--- src/rtl/ray_pkg.sv ---
// ----------------------------------------------------------------------------
// ray_pkg
// Shared definitions for the ray-casting frame scheduler and its neighbours:
// scheduler FSM state encoding, default geometry, and the bit-field layout of
// the wall and mob ray words exchanged with the raycaster and the colour stage.
// ----------------------------------------------------------------------------
package ray_pkg;

    localparam int NUM_COLS_DEF = 640;
    localparam int COL_W_DEF    = 10;

    // Fields common to both ray words
    localparam int DIST_MSB = 31;
    localparam int DIST_LSB = 16;

    // Wall ray word
    localparam int TEX_X_MSB   = 7;
    localparam int TEX_X_LSB   = 4;
    localparam int TEX_SEL_MSB = 3;
    localparam int TEX_SEL_LSB = 0;

    // Mob ray word
    localparam int MOB_PRESENT_MSB = 15;
    localparam int MOB_PRESENT_LSB = 12;
    localparam int MOB_X_MSB       = 5;
    localparam int MOB_X_LSB       = 2;
    localparam int MOB_TYPE_MSB    = 1;
    localparam int MOB_TYPE_LSB    = 0;

    // Legacy-compatible numeric state codes, bound into the enum below.
    localparam logic [1:0] ST_IDLE_C  = 2'd0;
    localparam logic [1:0] ST_REQ_C   = 2'd1;
    localparam logic [1:0] ST_WRITE_C = 2'd2;
    localparam logic [1:0] ST_DONE_C  = 2'd3;

    typedef enum logic [1:0] {
        ST_IDLE  = ST_IDLE_C,
        ST_REQ   = ST_REQ_C,
        ST_WRITE = ST_WRITE_C,
        ST_DONE  = ST_DONE_C
    } sched_state_t;

    // Saturating 8-bit increment used by the overrun counter.
    function automatic logic [7:0] sat_inc8(input logic [7:0] v);
        return (v == 8'hFF) ? v : v + 8'd1;
    endfunction

endpackage

--- src/rtl/ray_frame_scheduler.sv ---
// ----------------------------------------------------------------------------
// ray_frame_scheduler
// Issues one cast request per screen column each frame, captures the wall and
// mob ray words returned by the raycaster and writes them into the back bank
// of a ping-pong ray buffer. The displayed bank flips only when a complete
// frame has been written and a new frame starts, so scanout never reads a
// partially cast frame.
//
// Ports
//   Clk, Reset_n        system clock, asynchronous active-low reset
//   frame_start         one-cycle pulse at start of vertical blank
//   vga_x               current scanout column
//   cast_req/cast_col   cast request and column to the raycaster
//   cast_ack            raycaster result valid (ray words valid same cycle)
//   cast_wall_d/mob_d   returned ray words
//   wr_en/wr_addr       back-bank write strobe and {bank, column} address
//   wr_wall_d/wr_mob_d  captured ray words being written
//   rd_addr             {disp_bank, vga_x} read address (combinational)
//   disp_bank           bank currently scanned out
//   frame_done          one-cycle pulse on entry to DONE
//   overrun_cnt         saturating count of frames that missed their deadline
//
// state  | meaning
// -------+-----------------------------------------------------------------
// IDLE   | after reset; first frame_start starts casting without a swap
// REQ    | cast_req high for column col, waiting for cast_ack
// WRITE  | one-cycle write of the captured words to {~disp_bank, col}
// DONE   | whole frame written; next frame_start swaps banks and restarts
// ----------------------------------------------------------------------------
module ray_frame_scheduler
    import ray_pkg::*;
#(
    parameter int NUM_COLS = NUM_COLS_DEF,
    parameter int COL_W    = COL_W_DEF
) (
    input  logic               Clk,
    input  logic               Reset_n,
    input  logic               frame_start,
    input  logic [COL_W-1:0]   vga_x,
    output logic               cast_req,
    output logic [COL_W-1:0]   cast_col,
    input  logic               cast_ack,
    input  logic [31:0]        cast_wall_d,
    input  logic [31:0]        cast_mob_d,
    output logic               wr_en,
    output logic [COL_W:0]     wr_addr,
    output logic [31:0]        wr_wall_d,
    output logic [31:0]        wr_mob_d,
    output logic [COL_W:0]     rd_addr,
    output logic               disp_bank,
    output logic               frame_done,
    output logic [7:0]         overrun_cnt
);

    localparam logic [COL_W-1:0] LAST_COL = COL_W'(NUM_COLS - 1);

    sched_state_t     state_q, state_d;
    logic [COL_W-1:0] col_q, col_d;
    logic             bank_q, bank_d;
    logic [7:0]       ovr_q, ovr_d;
    logic [31:0]      wall_q, wall_d;
    logic [31:0]      mob_q, mob_d;
    logic             done_q, done_d;
    logic             last_col;

    assign last_col = (col_q == LAST_COL);

    always_comb begin
        state_d = state_q;
        col_d   = col_q;
        bank_d  = bank_q;
        ovr_d   = ovr_q;
        wall_d  = wall_q;
        mob_d   = mob_q;
        done_d  = 1'b0;

        case (state_q)
            ST_IDLE: begin
                // First frame after reset: nothing valid in either bank yet,
                // so start casting without swapping.
                if (frame_start) begin
                    col_d   = '0;
                    state_d = ST_REQ;
                end
            end

            ST_REQ: begin
                if (cast_ack) begin
                    wall_d  = cast_wall_d;
                    mob_d   = cast_mob_d;
                    state_d = ST_WRITE;
                end
                if (frame_start) begin
                    ovr_d = sat_inc8(ovr_q);
                end
            end

            ST_WRITE: begin
                if (last_col) begin
                    done_d = 1'b1;
                    // A frame_start landing on the final write is treated as
                    // if it had arrived in DONE: swap and restart at once.
                    if (frame_start) begin
                        bank_d  = ~bank_q;
                        col_d   = '0;
                        state_d = ST_REQ;
                    end else begin
                        state_d = ST_DONE;
                    end
                end else begin
                    col_d   = col_q + 1'b1;
                    state_d = ST_REQ;
                    if (frame_start) begin
                        ovr_d = sat_inc8(ovr_q);
                    end
                end
            end

            ST_DONE: begin
                if (frame_start) begin
                    bank_d  = ~bank_q;
                    col_d   = '0;
                    state_d = ST_REQ;
                end
            end

            default: begin
                state_d = ST_IDLE;
            end
        endcase
    end

    always_ff @(posedge Clk or negedge Reset_n) begin
        if (!Reset_n) begin
            state_q <= ST_IDLE;
            col_q   <= '0;
            bank_q  <= 1'b0;
            ovr_q   <= 8'd0;
            wall_q  <= 32'd0;
            mob_q   <= 32'd0;
            done_q  <= 1'b0;
        end else begin
            state_q <= state_d;
            col_q   <= col_d;
            bank_q  <= bank_d;
            ovr_q   <= ovr_d;
            wall_q  <= wall_d;
            mob_q   <= mob_d;
            done_q  <= done_d;
        end
    end

    // Strobes are pure decodes of registered state, so reset clears them
    // asynchronously and cast_req drops without waiting for cast_ack.
    assign cast_req    = (state_q == ST_REQ);
    assign cast_col    = col_q;
    assign wr_en       = (state_q == ST_WRITE);
    assign wr_addr     = {~bank_q, col_q};
    assign wr_wall_d   = wall_q;
    assign wr_mob_d    = mob_q;
    assign disp_bank   = bank_q;
    assign frame_done  = done_q;
    assign overrun_cnt = ovr_q;

    // Out-of-range scanout columns pass straight through; the consumer
    // ignores them.
    assign rd_addr     = {bank_q, vga_x};

endmodule

--- config.mk ---
export PLATFORM = sky130hd
export DESIGN_NAME = ray_frame_scheduler
export DESIGN_NICKNAME = d
export VERILOG_FILES = /design/src/rtl/ray_pkg.sv /design/src/rtl/ray_frame_scheduler.sv
export SDC_FILE = /design/constraint.sdc
export NUM_CORES = 1
export LEC_CHECK = 0
export CAP_MARGIN = 20
export CORE_UTILIZATION = 40
export CTS_CLUSTER_DIAMETER = 30
export CTS_CLUSTER_SIZE = 20
export DETAILED_ROUTE_END_ITERATION = 10
export PLACE_DENSITY = 0.86
export SYNTH_ARGS = -nofsm -noshare
export SYNTH_HDL_FRONTEND = slang
export SYNTH_SLANG_ARGS = --single-unit
--- constraint.sdc ---
create_clock -name Clk -period 2.1 [get_ports Clk]
set_input_delay 0.63 -clock Clk [delete_from_list [all_inputs] [get_ports Clk]]
set_output_delay 0.63 -clock Clk [all_outputs]
set_load 0.01 [all_outputs]
==> results.toml <==
[critical_path]
cp_slowest_stage_delay_ns = 0.59
cp_cell_sequence = "clkdlybuf4s50_1"
critical_path.slowest_cell = "clkdlybuf4s50_1"
cp_num_buf_inv = 1
start_kind = "flip-flop"
endpoint_kind = "output pin"
worstSetupPathType = "flip-flop to output pin"
cpLargestDelayFamily = "buffers and inverters"
arrival_ns = 1.43
cp.required_ns = 1.47
path_max_fanout = 9

[grt]
grt-ovfl-total = 0
grt_pass1_vias = 3026
track_usage_pct = 18.16
antenna_found_initial = 0
grt_max_degree = 49
grt_pass1_wl_um = 13960

[detailed_routing]
wl_per_cell_um = 15.82
via_count = 2760
antenna_left = 0
top_layer_used = "met4"
wl_met1_um = 3352
wl_met3_um = 624
routed_wl_um = 8624
dr.pass1.iters = 4
met2_wirelength_um = 4475
dr.first_iter.drc_count = 61
drt-vias-per-instance = 5.064
drcViolationCount = 0

[sta]
fin_crit_sh_pct = 97.91
tightest_slew_ns = 0.5227
rsz0062_at_grt = "false"
slew_viol_final = 0
clock_skew_ns = 0.01230
hold_viol_final = 0
finalWorstSetupSlack_ns = 0.04380
fmaxAchievable_mhz = 486.3
slew_headroom_pct = 64.89
min_period_ns = 2.056
tns_ns = 0
setup_viol_count_final = 0

[power]
internal_power_mw = 5.523
leakage_nw = 2.407
swShare_pct = 32.70
cellPowerDensity_nw_per_um2 = 1452
power_mw = 8.207
switchingPower_mw = 2.684
p_seq_share_pct = 36.1
pwr-share-clk_pct = 14.6
p_comb_share_pct = 49.2
irDropWorstVdd_uv = 791.4

[synthesis]
ys.flop_type = "dfrtp_1"
synth.most_common_cell = "dfrtp_1"
yosysUniqueCellTypes = 41
synth_area_leader_cell = "dfrtp_1"
synth_top_area_share_pct = 57.45
async_flop_share_pct = 100.0
ys_warn_count = 0
synthCells = 278
seq_area_frac_synth_pct = 57.45
synth_area_per_cell_um2 = 13.48
synth-edff-count = 0
syn_area_um2 = 3746
yosys_register_bits = 86
syn-num-nets = 361
yosys-top-cells-count = "dfrtp_1, mux2_2, buf_4"
synthTopCellsByArea = "dfrtp_1, mux2_2, buf_4"

[clock_tree]
htree_levels = 3
root_buffer = "clkbuf_8"
clock_path_buffers = 2
worstSkewPairLatency_ns = 0.34
cts.sinks = 86
path_clk_slew_ns = 0.09
cts_tree = "built"
cts_made_buffers = 9

[run]
drv_cap = 0

[finish]
num-fill-cells = 698
nNetsFinal = 515
diodes = 0
drive_above_1_share_pct = 23.34
area_delta_synth_final_pct = 50.84

[die]
fp.dieW_um = 98.78
initial_core_util_pct = 42.13
die_y_um = 98.78
num_rows = 34
coreArea_um2 = 8891
dieArea_um2 = 9757
ios = 186

[placed_design]
dp_hpwl_um = 6395
dpl_worst_slack_ns = -0.02354
port_buffers = 165
place_congestion = 0.7934

[worst_hold_path]
hp-class = "input port to asynchronous set/reset pin"

[status]
run_status = "completed"
-- registers in the layout, indices dropped and copies added (netlist names) --
register and count:
wr_mob_d 32, wr_wall_d 32, cast_col 10, overrun_cnt 8
state_q 2, disp_bank 1, frame_done 1
-- area by class of cell --
type | instances | area [um2] | share of cell area (%)
Multi-Input combinational cell | 155 | 1378 | 24.38
Sequential cell | 86 | 2157 | 38.18
Clock buffer | 12 | 155.1 | 2.746
Inverter | 7 | 26.28 | 0.4650
Tap cell | 108 | 135.1 | 2.392
Timing Repair Buffer | 173 | 1744 | 30.87
Clock inverter | 4 | 55.05 | 0.9743
-- cell usage in the layout (no fill, tap or decap), types with 7 or more instances in the layout --
master	netlist	final
nand2_1	8	7
dfrtp_1	86	82
o21ai_0	9	9
clkbuf_8	0	11
mux2_2	65	65
nor3_1	7	7
inv_1	7	7
xor2_1	7	7
nor2_1	8	8
clkdlybuf4s50_1	0	162
-- layer usage --
metal	track usage [%]	vias to the layer above
met5	0	-
met4	7.922	0
met3	4.965	18
met2	32.17	119
met1	20.49	1350
li1	-	1273
-- repair_timing --
action	in CTS	in global routing
buffers inserted	0	0
hold buffers	0	0
resized for setup	4	2
gates cloned	0	0
pin swaps	0	1
setup endpoints to repair	6	5
hold endpoints to repair	0	0
-- final timing paths --
path | startpoint | endpoint | slack (ns) | cells past startpoint
max in group asynchronous | Reset_n | wr_wall_d[12]$_DFFE_PN0P_ | 1.39 | 2
worst min register to register | overrun_cnt[7]$_DFFE_PN0P_ | overrun_cnt[7]$_DFFE_PN0P_ | 0.51 | 1
worst max-delay path | cast_col[7]$_DFFE_PN0P_ | cast_col[7] | 0.04 | 1
worst max register to register | cast_col[7]$_DFFE_PN0P_ | overrun_cnt[1]$_DFFE_PN0P_ | 0.08 | 4
min in group Clk | overrun_cnt[7]$_DFFE_PN0P_ | overrun_cnt[7]$_DFFE_PN0P_ | 0.51 | 1
worst min-delay path | Reset_n | cast_col[9]$_DFFE_PN0P_ | 0.12 | 1
-- stage by stage --
stage	instances	utilization (%)	instance area (um2)	hold slack, ns
after detailed placement	529	61.16	5438	0.4917
after global routing	545	63.55	5650	0.1144
final	545	63.55	5650	0.1223
after floorplan	278	-	3746	0.3344
after global placement	529	61.16	5438	0.4822
after CTS	545	63.52	5648	0.1119
-- kinds of logic (layout without fill, tap and decap cells) --
family | after synthesis | in the layout | share of synthesized area, %
fa+ha+maj | 5 | 5 | 1.670
mux | 69 | 69 | 20.74
simple gates | 46 | 46 | 7.382
compound gates | 27 | 27 | 5.044
flops | 86 | 86 | 57.45
xor+xnor | 8 | 8 | 1.870
buf+inv | 37 | 196 | 5.845
-- power by group through the flow --
stage / clock network, mW / logic, mW / registers (mW)
floorplan: 0 / 1.58 / 3.27
global placement: 0 / 3.97 / 2.94
detailed placement: 0 / 4.08 / 3.00
CTS: 1.24 / 4.08 / 2.97
global route: 1.30 / 4.31 / 3.08
finish: 1.20 / 4.04 / 2.97
No activity file was read; power rests on OpenSTA's default activity.
